### src/rtl/core_pkg.sv
// Shared definitions for the multicycle RV32I core:
// opcodes, sequencer states, opcode classes and datapath select codes.
package core_pkg;

  localparam logic [6:0] OP       = 7'b0110011;
  localparam logic [6:0] OP_IMM   = 7'b0010011;
  localparam logic [6:0] LUI      = 7'b0110111;
  localparam logic [6:0] AUIPC    = 7'b0010111;
  localparam logic [6:0] JAL      = 7'b1101111;
  localparam logic [6:0] JALR     = 7'b1100111;
  localparam logic [6:0] BRANCH   = 7'b1100011;
  localparam logic [6:0] LOAD     = 7'b0000011;
  localparam logic [6:0] STORE    = 7'b0100011;
  localparam logic [6:0] MISC_MEM = 7'b0001111;

  typedef enum logic [2:0] {
    S_RST,
    S_FETCH,
    S_DECODE,
    S_EXEC,
    S_MEM,
    S_WB,
    S_TRAP
  } state_t;

  typedef enum logic [3:0] {
    C_ALU,
    C_ALUI,
    C_LUI,
    C_AUIPC,
    C_JAL,
    C_JALR,
    C_BR,
    C_LD,
    C_ST,
    C_FENCE,
    C_ILL
  } cls_t;

  localparam logic [1:0] A_RS1  = 2'd0;
  localparam logic [1:0] A_PC   = 2'd1;
  localparam logic [1:0] A_ZERO = 2'd2;

  localparam logic [1:0] B_RS2  = 2'd0;
  localparam logic [1:0] B_IMM  = 2'd1;
  localparam logic [1:0] B_FOUR = 2'd2;

  localparam logic [1:0] OP_ADD = 2'd0;
  localparam logic [1:0] OP_SUB = 2'd1;
  localparam logic [1:0] OP_FN  = 2'd2;

  localparam logic [1:0] WB_ALU = 2'd0;
  localparam logic [1:0] WB_MDR = 2'd1;
  localparam logic [1:0] WB_PC4 = 2'd2;
  localparam logic [1:0] WB_IMM = 2'd3;

  localparam logic [1:0] PC_SEQ = 2'd0;
  localparam logic [1:0] PC_REL = 2'd1;
  localparam logic [1:0] PC_JR  = 2'd2;

  localparam logic [1:0] TC_NONE = 2'd0;
  localparam logic [1:0] TC_ILL  = 2'd1;
  localparam logic [1:0] TC_TMO  = 2'd2;

  function automatic cls_t classify(input logic [6:0] op);
    cls_t c;
    c = C_ILL;
    unique case (1'b1)
      op == OP:       c = C_ALU;
      op == OP_IMM:   c = C_ALUI;
      op == LUI:      c = C_LUI;
      op == AUIPC:    c = C_AUIPC;
      op == JAL:      c = C_JAL;
      op == JALR:     c = C_JALR;
      op == BRANCH:   c = C_BR;
      op == LOAD:     c = C_LD;
      op == STORE:    c = C_ST;
      op == MISC_MEM: c = C_FENCE;
      default:        c = C_ILL;
    endcase
    return c;
  endfunction

endpackage

### src/rtl/mem_wait_timer.sv
// Counts memory wait cycles; hit flags the cycle in which
// one more unanswered wait would reach the timeout limit.
module mem_wait_timer #(
  parameter int MEM_TIMEOUT = 255,
  parameter int TMO_W       = 8
) (
  input  logic clk,
  input  logic rst_n,
  input  logic clr,
  input  logic en,
  output logic hit
);

  localparam int LAST_I =
    (MEM_TIMEOUT > 0) ? MEM_TIMEOUT - 1 : 0;
  localparam logic [TMO_W-1:0] LAST = TMO_W'(LAST_I);

  logic [TMO_W-1:0] cnt;

  always_ff @(posedge clk or negedge rst_n) begin
    if (!rst_n) begin
      cnt <= '0;
    end else if (clr) begin
      cnt <= '0;
    end else if (en) begin
      cnt <= cnt + 1'b1;
    end
  end

  // A zero limit disables the timeout altogether.
  assign hit = (MEM_TIMEOUT != 0) && en && (cnt == LAST);

endmodule

### src/rtl/multicycle_control.sv
// Main sequencer of the multicycle RV32I core:
// FETCH/DECODE/EXEC/MEM/WB with datapath enables and selects.
module multicycle_control
  import core_pkg::*;
#(
  parameter int MEM_TIMEOUT = 255,
  parameter int TMO_W       = 8
) (
  input  logic       clk,
  input  logic       rst_n,
  input  logic [6:0] opcode,
  input  logic [2:0] funct3,
  input  logic       br_taken,
  input  logic       mem_ready,
  output logic       mem_req,
  output logic       mem_we,
  output logic       addr_sel,
  output logic       ir_we,
  output logic       imm_we,
  output logic       mdr_we,
  output logic [1:0] alu_a_sel,
  output logic [1:0] alu_b_sel,
  output logic [1:0] alu_op,
  output logic       rf_we,
  output logic [1:0] wb_sel,
  output logic       pc_we,
  output logic [1:0] pc_src,
  output logic       instret,
  output logic       trap,
  output logic [1:0] trap_cause
);

  state_t     st_q, st_d;
  cls_t       cls_q, dec_cls;
  logic [1:0] cause_q;
  logic       waiting, tmo_clr, tmo_en, tmo_hit;

  // funct3 is decoded by the ALU, not by the sequencer.
  logic unused_funct3;
  assign unused_funct3 = ^funct3;

  assign dec_cls = classify(opcode);
  assign waiting = (st_q == S_FETCH) || (st_q == S_MEM);
  assign tmo_clr = !waiting || mem_ready;
  assign tmo_en  = waiting && !mem_ready;

  mem_wait_timer #(
    .MEM_TIMEOUT(MEM_TIMEOUT),
    .TMO_W      (TMO_W)
  ) u_tmo (
    .clk  (clk),
    .rst_n(rst_n),
    .clr  (tmo_clr),
    .en   (tmo_en),
    .hit  (tmo_hit)
  );

  always_ff @(posedge clk or negedge rst_n) begin
    if (!rst_n) begin
      st_q    <= S_RST;
      cls_q   <= C_ILL;
      cause_q <= TC_NONE;
    end else begin
      st_q <= st_d;
      if (st_q == S_DECODE) begin
        cls_q <= dec_cls;
      end
      if (st_d == S_TRAP && st_q != S_TRAP) begin
        cause_q <= (st_q == S_DECODE) ? TC_ILL : TC_TMO;
      end
    end
  end

  always_comb begin
    st_d = st_q;
    unique case (st_q)
      S_RST: st_d = S_FETCH;
      S_FETCH: begin
        if (mem_ready)    st_d = S_DECODE;
        else if (tmo_hit) st_d = S_TRAP;
      end
      S_DECODE: begin
        st_d = (dec_cls == C_ILL) ? S_TRAP : S_EXEC;
      end
      S_EXEC: begin
        unique case (1'b1)
          cls_q == C_LD,
          cls_q == C_ST:    st_d = S_MEM;
          cls_q == C_BR,
          cls_q == C_FENCE: st_d = S_FETCH;
          default:          st_d = S_WB;
        endcase
      end
      S_MEM: begin
        if (mem_ready) begin
          st_d = (cls_q == C_ST) ? S_FETCH : S_WB;
        end else if (tmo_hit) begin
          st_d = S_TRAP;
        end
      end
      S_WB:    st_d = S_FETCH;
      S_TRAP:  st_d = S_TRAP;
      default: st_d = S_RST;
    endcase
  end

  always_comb begin
    mem_req    = 1'b0;
    mem_we     = 1'b0;
    addr_sel   = 1'b0;
    ir_we      = 1'b0;
    imm_we     = 1'b0;
    mdr_we     = 1'b0;
    alu_a_sel  = A_RS1;
    alu_b_sel  = B_RS2;
    alu_op     = OP_ADD;
    rf_we      = 1'b0;
    wb_sel     = WB_ALU;
    pc_we      = 1'b0;
    pc_src     = PC_SEQ;
    instret    = 1'b0;
    trap       = 1'b0;
    trap_cause = TC_NONE;
    unique case (st_q)
      S_FETCH: begin
        mem_req = 1'b1;
        ir_we   = mem_ready;
      end
      S_DECODE: imm_we = 1'b1;
      S_EXEC: begin
        unique case (1'b1)
          cls_q == C_ALU: alu_op = OP_FN;
          cls_q == C_ALUI: begin
            alu_b_sel = B_IMM;
            alu_op    = OP_FN;
          end
          cls_q == C_AUIPC: begin
            alu_a_sel = A_PC;
            alu_b_sel = B_IMM;
          end
          cls_q == C_LD,
          cls_q == C_ST: alu_b_sel = B_IMM;
          cls_q == C_BR: begin
            alu_op  = OP_SUB;
            pc_we   = 1'b1;
            pc_src  = br_taken ? PC_REL : PC_SEQ;
            instret = 1'b1;
          end
          cls_q == C_FENCE: begin
            pc_we   = 1'b1;
            instret = 1'b1;
          end
          default: ;
        endcase
      end
      S_MEM: begin
        mem_req  = 1'b1;
        addr_sel = 1'b1;
        mem_we   = (cls_q == C_ST);
        if (mem_ready) begin
          mdr_we  = (cls_q == C_LD);
          pc_we   = (cls_q == C_ST);
          instret = (cls_q == C_ST);
        end
      end
      S_WB: begin
        rf_we   = 1'b1;
        pc_we   = 1'b1;
        instret = 1'b1;
        unique case (1'b1)
          cls_q == C_LD:  wb_sel = WB_MDR;
          cls_q == C_JAL: begin
            wb_sel = WB_PC4;
            pc_src = PC_REL;
          end
          cls_q == C_JALR: begin
            wb_sel = WB_PC4;
            pc_src = PC_JR;
          end
          cls_q == C_LUI: wb_sel = WB_IMM;
          default:        wb_sel = WB_ALU;
        endcase
      end
      S_TRAP: begin
        trap       = 1'b1;
        trap_cause = cause_q;
      end
      default: ;
    endcase
  end

endmodule

### config.mk
export PLATFORM = sky130hd
export DESIGN_NAME = multicycle_control
export DESIGN_NICKNAME = d
export VERILOG_FILES = /design/src/rtl/core_pkg.sv /design/src/rtl/mem_wait_timer.sv /design/src/rtl/multicycle_control.sv
export SDC_FILE = /design/constraint.sdc
export NUM_CORES = 1
export LEC_CHECK = 0
export ABC_AREA = 1
export CAP_MARGIN = 20
export CORE_MARGIN = 5
export CORE_UTILIZATION = 40
export CTS_CLUSTER_SIZE = 28
export DETAILED_ROUTE_END_ITERATION = 16
export GPL_ROUTABILITY_DRIVEN = 0
export PLACE_DENSITY_LB_ADDON = 0.2
export SLEW_MARGIN = 20
export SYNTH_ARGS = -nofsm -noshare
export SYNTH_HDL_FRONTEND = slang
export SYNTH_SLANG_ARGS = --single-unit
### constraint.sdc
create_clock -name clk -period 4.32 [get_ports clk]
set_input_delay 0.864 -clock clk [delete_from_list [all_inputs] [get_ports clk]]
set_output_delay 0.864 -clock clk [all_outputs]
set_load 0.05 [all_outputs]
# ---- Yosys cells after proc, flatten, opt, wreduce, memory -nomap -nowiden
# Index checks and enable logic that the tools add are counted.
dict set report classes {
  addsub 1
  eq_ne 29
  muxes 36
  n_reduce_logical 17
}
# cell n
set op_table {}
lappend op_table {{$pmux 4 s10} 1}
lappend op_table {{$eq 7x6->1 const B} 3}
lappend op_table {{$eq 7x7->1 const B} 3}
lappend op_table {{$pmux 3 s6} 1}
lappend op_table {{$mux 1} 17}
lappend op_table {{$eq 4x3->1 const B} 4}
lappend op_table {{$mux 8} 2}
lappend op_table {{$mux 3} 5}
lappend op_table {{$eq 7x5->1 const B} 2}
lappend op_table {{$eq 3x3->1 const B} 4}
lappend op_table {{$eq 4x4->1 const B} 3}
lappend op_table {{$pmux 2 s2} 3}
lappend op_table {{$reduce_or 2->1} 6}
lappend op_table {{$add 8x1->8 const B} 1}
lappend op_table {{$eq 4x2->1 const B} 2}
lappend op_table {{$eq 8x8->1 const B} 1}
lappend op_table {{$mux 2} 4}
lappend op_table {{$eq 7x2->1 const B} 1}
lappend op_table {{$eq 7x4->1 const B} 1}
lappend op_table {{$eq 3x2->1 const B} 2}
lappend op_table {{$pmux 2 s3} 1}
lappend op_table {{$pmux 3 s2} 1}
lappend op_table {{$eq 4x1->1 const B} 1}
lappend op_table {{$logic_not 4->1} 1}
lappend op_table {{9 further kinds} 13}
dict set report word_totals {
  register_bits 17
  inputBits 14
  out_inout_bits 22
  word_cells 87
}

# ---- Depth between registers and ports, before layout
dict set report logic_depth {
  depth_word 9
  depth_mapped 11
  ltp_nobuf 11
}

# ---- By module
# A second synthesis with hierarchy kept.
dict set report hier_totals {
  cells_unflattened 203
  hier_area_um2 1305.0
}
# mod instances cells_each area_per_inst_um2 seq_area_each_um2
set by_module_without_submodules {}
lappend by_module_without_submodules {multicycle_control 1 139 830.8 227.7}
lappend by_module_without_submodules {mem_wait_timer 1 64 474.2 200.2}

# ---- Worst setup path after synthesis
# OpenSTA, ideal clock, no wires.
dict set report synth_timing {
  path_kind {reg2out}
  from {reg st_q[1]}
  to {out pc_we}
  t_arrival_ps 2581
  required_time_ps 3456
  setup_slack_ps 875
  path_stages_with_launch 5
  path_buffers 1
  cell_sequence {dfrtp_1 -> nor3_2 -> nand2_1 -> o221ai_1 -> buf_4}
}
dict set report synth_via {
  elab_chain_len 2
  elab_cells_between_ends 4
  classes_between {3 x eq/ne; 1 x mux}
}
# element line
set synth_lines {}
lappend synth_lines {{start: declaration} multicycle_control.sv:33} ;# state_t st_q, st_d;
lappend synth_lines {{start signal: assignment} multicycle_control.sv:64} ;# st_q <= st_d;
lappend synth_lines {{$eq 3x3->1 or $eq 3x2->1 (tied branches)} -}
lappend synth_lines {{$pmux 1 s3 *} -}
lappend synth_lines {{end: declaration} multicycle_control.sv:26} ;# output logic pc_we,
# Mark *: on every way between the ends. The rest lies on a longest branch, timed or not.

# ---- Worst setup path after layout
dict set report layout_timing {
  from {in mem_ready}
  to {out instret}
}
dict set report layout_via {
  elab_chain_len 2
}
# element line
set layout_lines {}
lappend layout_lines {{start: declaration} multicycle_control.sv:14} ;# input logic mem_ready,
lappend layout_lines {{$mux 1} multicycle_control.sv:160} ;# if (mem_ready) begin
lappend layout_lines {{$pmux 1 s3} multicycle_control.sv:124} ;# unique case (st_q)
lappend layout_lines {{end: declaration} multicycle_control.sv:28} ;# output logic instret,
# No other way between the ends.

==> out/summary.txt <==
Min Tclk post-route - 3.57 ns
Initial antenna violation count - 0
Die Area - 4310 um^2
Area Overhead vs Synth - 27.9%
Chip Width - 65.6 um
Max-cap violations - 0
Most frequent cell after synthesis - nand2_1
Inserted Clock Buffers - 3
Synthesized instance count - 183
Design Area, Final - 1580 um^2
Clock Latency Late Sink - 0.30 ns
Vias in the first global route - 1236
Min-Delay Path Class - reg2reg
CTS Buffer Depth - 2
CTS Root Cell - clkbuf_4
Hold Fails Final Rpt - 0
CP startpoint kind - primary input
Postcts setup bufs - 0
IO Pins - 36
Post-synth ARST share - 100%
All-layer global routing usage - 15.1%
Synth Warn # - 0
FMAX - 0.280 GHz
Die height - 65.6 um
Register area share after synthesis - 34.6%
PwrDens - 523 nW/um^2
Synthesized flop and latch total - 17
Pins over their slew limit - 0
Initial Util - 41.2%
LEAKAGE - 0.744 nW
Largest net degree at the start of global routing - 18
Count of cell types in the netlist - 33
Placed Area - 1560 um^2
H-tree lvl count - 1
Row cnt - 20
Hold-fix buffers, CTS - 0
Period utilization - 82.6%
RSZ-0062 raised after global routing - false
Number of synthesized flops with an enable pin - 0
Main synth FF type - dfrtp_1
Commonest cells post-synth - nand2_1 (43), inv_1 (24), nor2_1 (23)
Worst EP arrival - 2.70 ns
First-pass DRT Iterations - 4
# resized after CTS - 0
Share of cells above drive strength 1 - 10.7%
CTS clk-pin slew, worst paths - 0.11 ns
Fill count - 323
Final setup fails - 0
Placed insts - 243
DRT antenna net count - 0
Synth Cell Area - 1240 um^2
NumNets Final - 231
Non-Filler Instances - 247
Slew HR - 48.3%
Via count - 1278
Max Fanout on Critical Path - 5
Worst Setup Path Type - in2out
Status - complete, no violations
DR iter-0 viols - 51
TritonCTS clock tree - built
Diode count - 0
# port buffers - 30
Clock Sinks - 17
Worst-Margin Slew - 0.774 ns
Util after Layout - 52.7%
DR vias/cell - 5.17
GR Overflow Total - 0
Worst vdd ir - 0.146 mV
Setup TNS - 0 ns
Core area - 3000 um^2
Synth area leader - dfrtp_1
DRC - 0
Post-DP HPWL - 2460 um
CP Capture Type - output pin
Routed length per instance - 12.0 um
Worst EP required - 3.46 ns
Largest cells by area after synthesis - dfrtp_1 (30%), nand2_1 (13%), inv_1 (7.3%)
Synth top area share - 30.3%
Routed wire length - 2970 um
First-pass GRT wire length - 5230 um
Final clock skew - 0.00422 ns
Syn Area/Cell - 6.76 um^2
==> area by class of cell <==
cell class                      instances  area, um^2  area share (%)
Clock inverter                          1        5.00           0.316
Inverter                               31         116            7.35
Tap cell                               33        41.3            2.61
Sequential cell                        17         428            27.0
Timing Repair Buffer                   30         300            19.0
Clock buffer                            3        22.5            1.42
Multi-Input combinational cell        132         669            42.3
==> cells by family (layout without fill, tap and decap cells) <==
kind of cell | after synthesis | in the layout | share of synthesized area, %
flops | 17 | 17 | 34.6
buf+inv | 35 | 65 | 11.6
simple gates | 105 | 105 | 40.2
compound gates | 23 | 23 | 11.2
fa+ha+maj | 2 | 2 | 2.02
other cells | 1 | 2 | 0.303
==> registers in the layout, summed over array words and instances (netlist names) <==
name and count:
u_tmo.cnt 8, cause_q 2, st_q 3, cls_q 4
==> per-layer routing <==
layer / GRT usage [%] / share of wire [%] / wire length, um / vias to the layer above
li1: - / - / - / 651
met1: 17.0 / 41 / 1220 / 598
met2: 28.2 / 54 / 1600 / 25
met3: 1.71 / 3.3 / 98 / 4
met4: 6.22 / 1.8 / 54 / 0
met5: 0 / 0 / 0 / -
==> critical path: stages <==
cell             delay [ns]
clkdlybuf4s50_1        0.57
nand2_1                0.10
o221ai_1               0.30
clkdlybuf4s50_1        0.87
==> cells in the final DEF (no fill, tap or decap), drive strengths merged <==
| cell | instances |
|---|---|
| clkinv | 1 |
| a211oi | 1 |
| and2 | 1 |
| o21a | 1 |
| o21ai | 7 |
| a21oi | 8 |
| ha | 2 |
| o211a | 1 |
| conb | 2 |
| dfstp | 2 |
| nand3b | 2 |
| nor2 | 28 |
| nand2 | 43 |
| clkdlybuf4s50 | 30 |
| and3 | 1 |
| nand3 | 17 |
| nor3 | 6 |
| a32o | 1 |
| clkbuf | 3 |
| o221ai | 1 |
| nor3b | 2 |
| inv | 31 |
| nor4 | 2 |
| dfrtp | 15 |
| o22ai | 1 |
| o21bai | 1 |
| a31oi | 1 |
| nand4 | 3 |
==> power by group <==
group          internal, W  switching [W]  total [W]  leakage (nW)
sequential        0.000210      0.0000533   0.000263         0.222
clock            0.0000345      0.0000548  0.0000893        0.0177
combinational     0.000150       0.000325   0.000475         0.505
==> path summary, 6_finish.rpt <==
| check | startpoint | endpoint | slack [ns] | cells after the start |
|---|---|---|---|---|
| worst max-delay path | mem_ready | instret | 0.75 | 4 |
| worst min-delay path | cause_q[1] | cause_q[1] | 0.48 | 2 |
| worst max register to register | st_q[1] | cause_q[0] | 2.56 | 7 |
| worst min register to register | cause_q[1] | cause_q[1] | 0.48 | 2 |
| max in group asynchronous | rst_n | cls_q[0] | 2.83 | 1 |
| min in group asynchronous | rst_n | u_tmo.cnt[4] | 1.01 | 1 |
==> per-stage QoR <==
stage	power (W)	hold WS, ns	setup slack, ns
4_1_cts	0.000832	0.487	0.746
2_1_floorplan	0.000611	0.442	0.875
5_1_grt	0.000895	0.504	0.684
3_5_place_dp	0.000743	0.463	0.754
3_3_place_gp	0.000732	0.458	0.788
6_report	0.000827	0.482	0.753
Note: power is estimated with default switching activity, not from simulation.
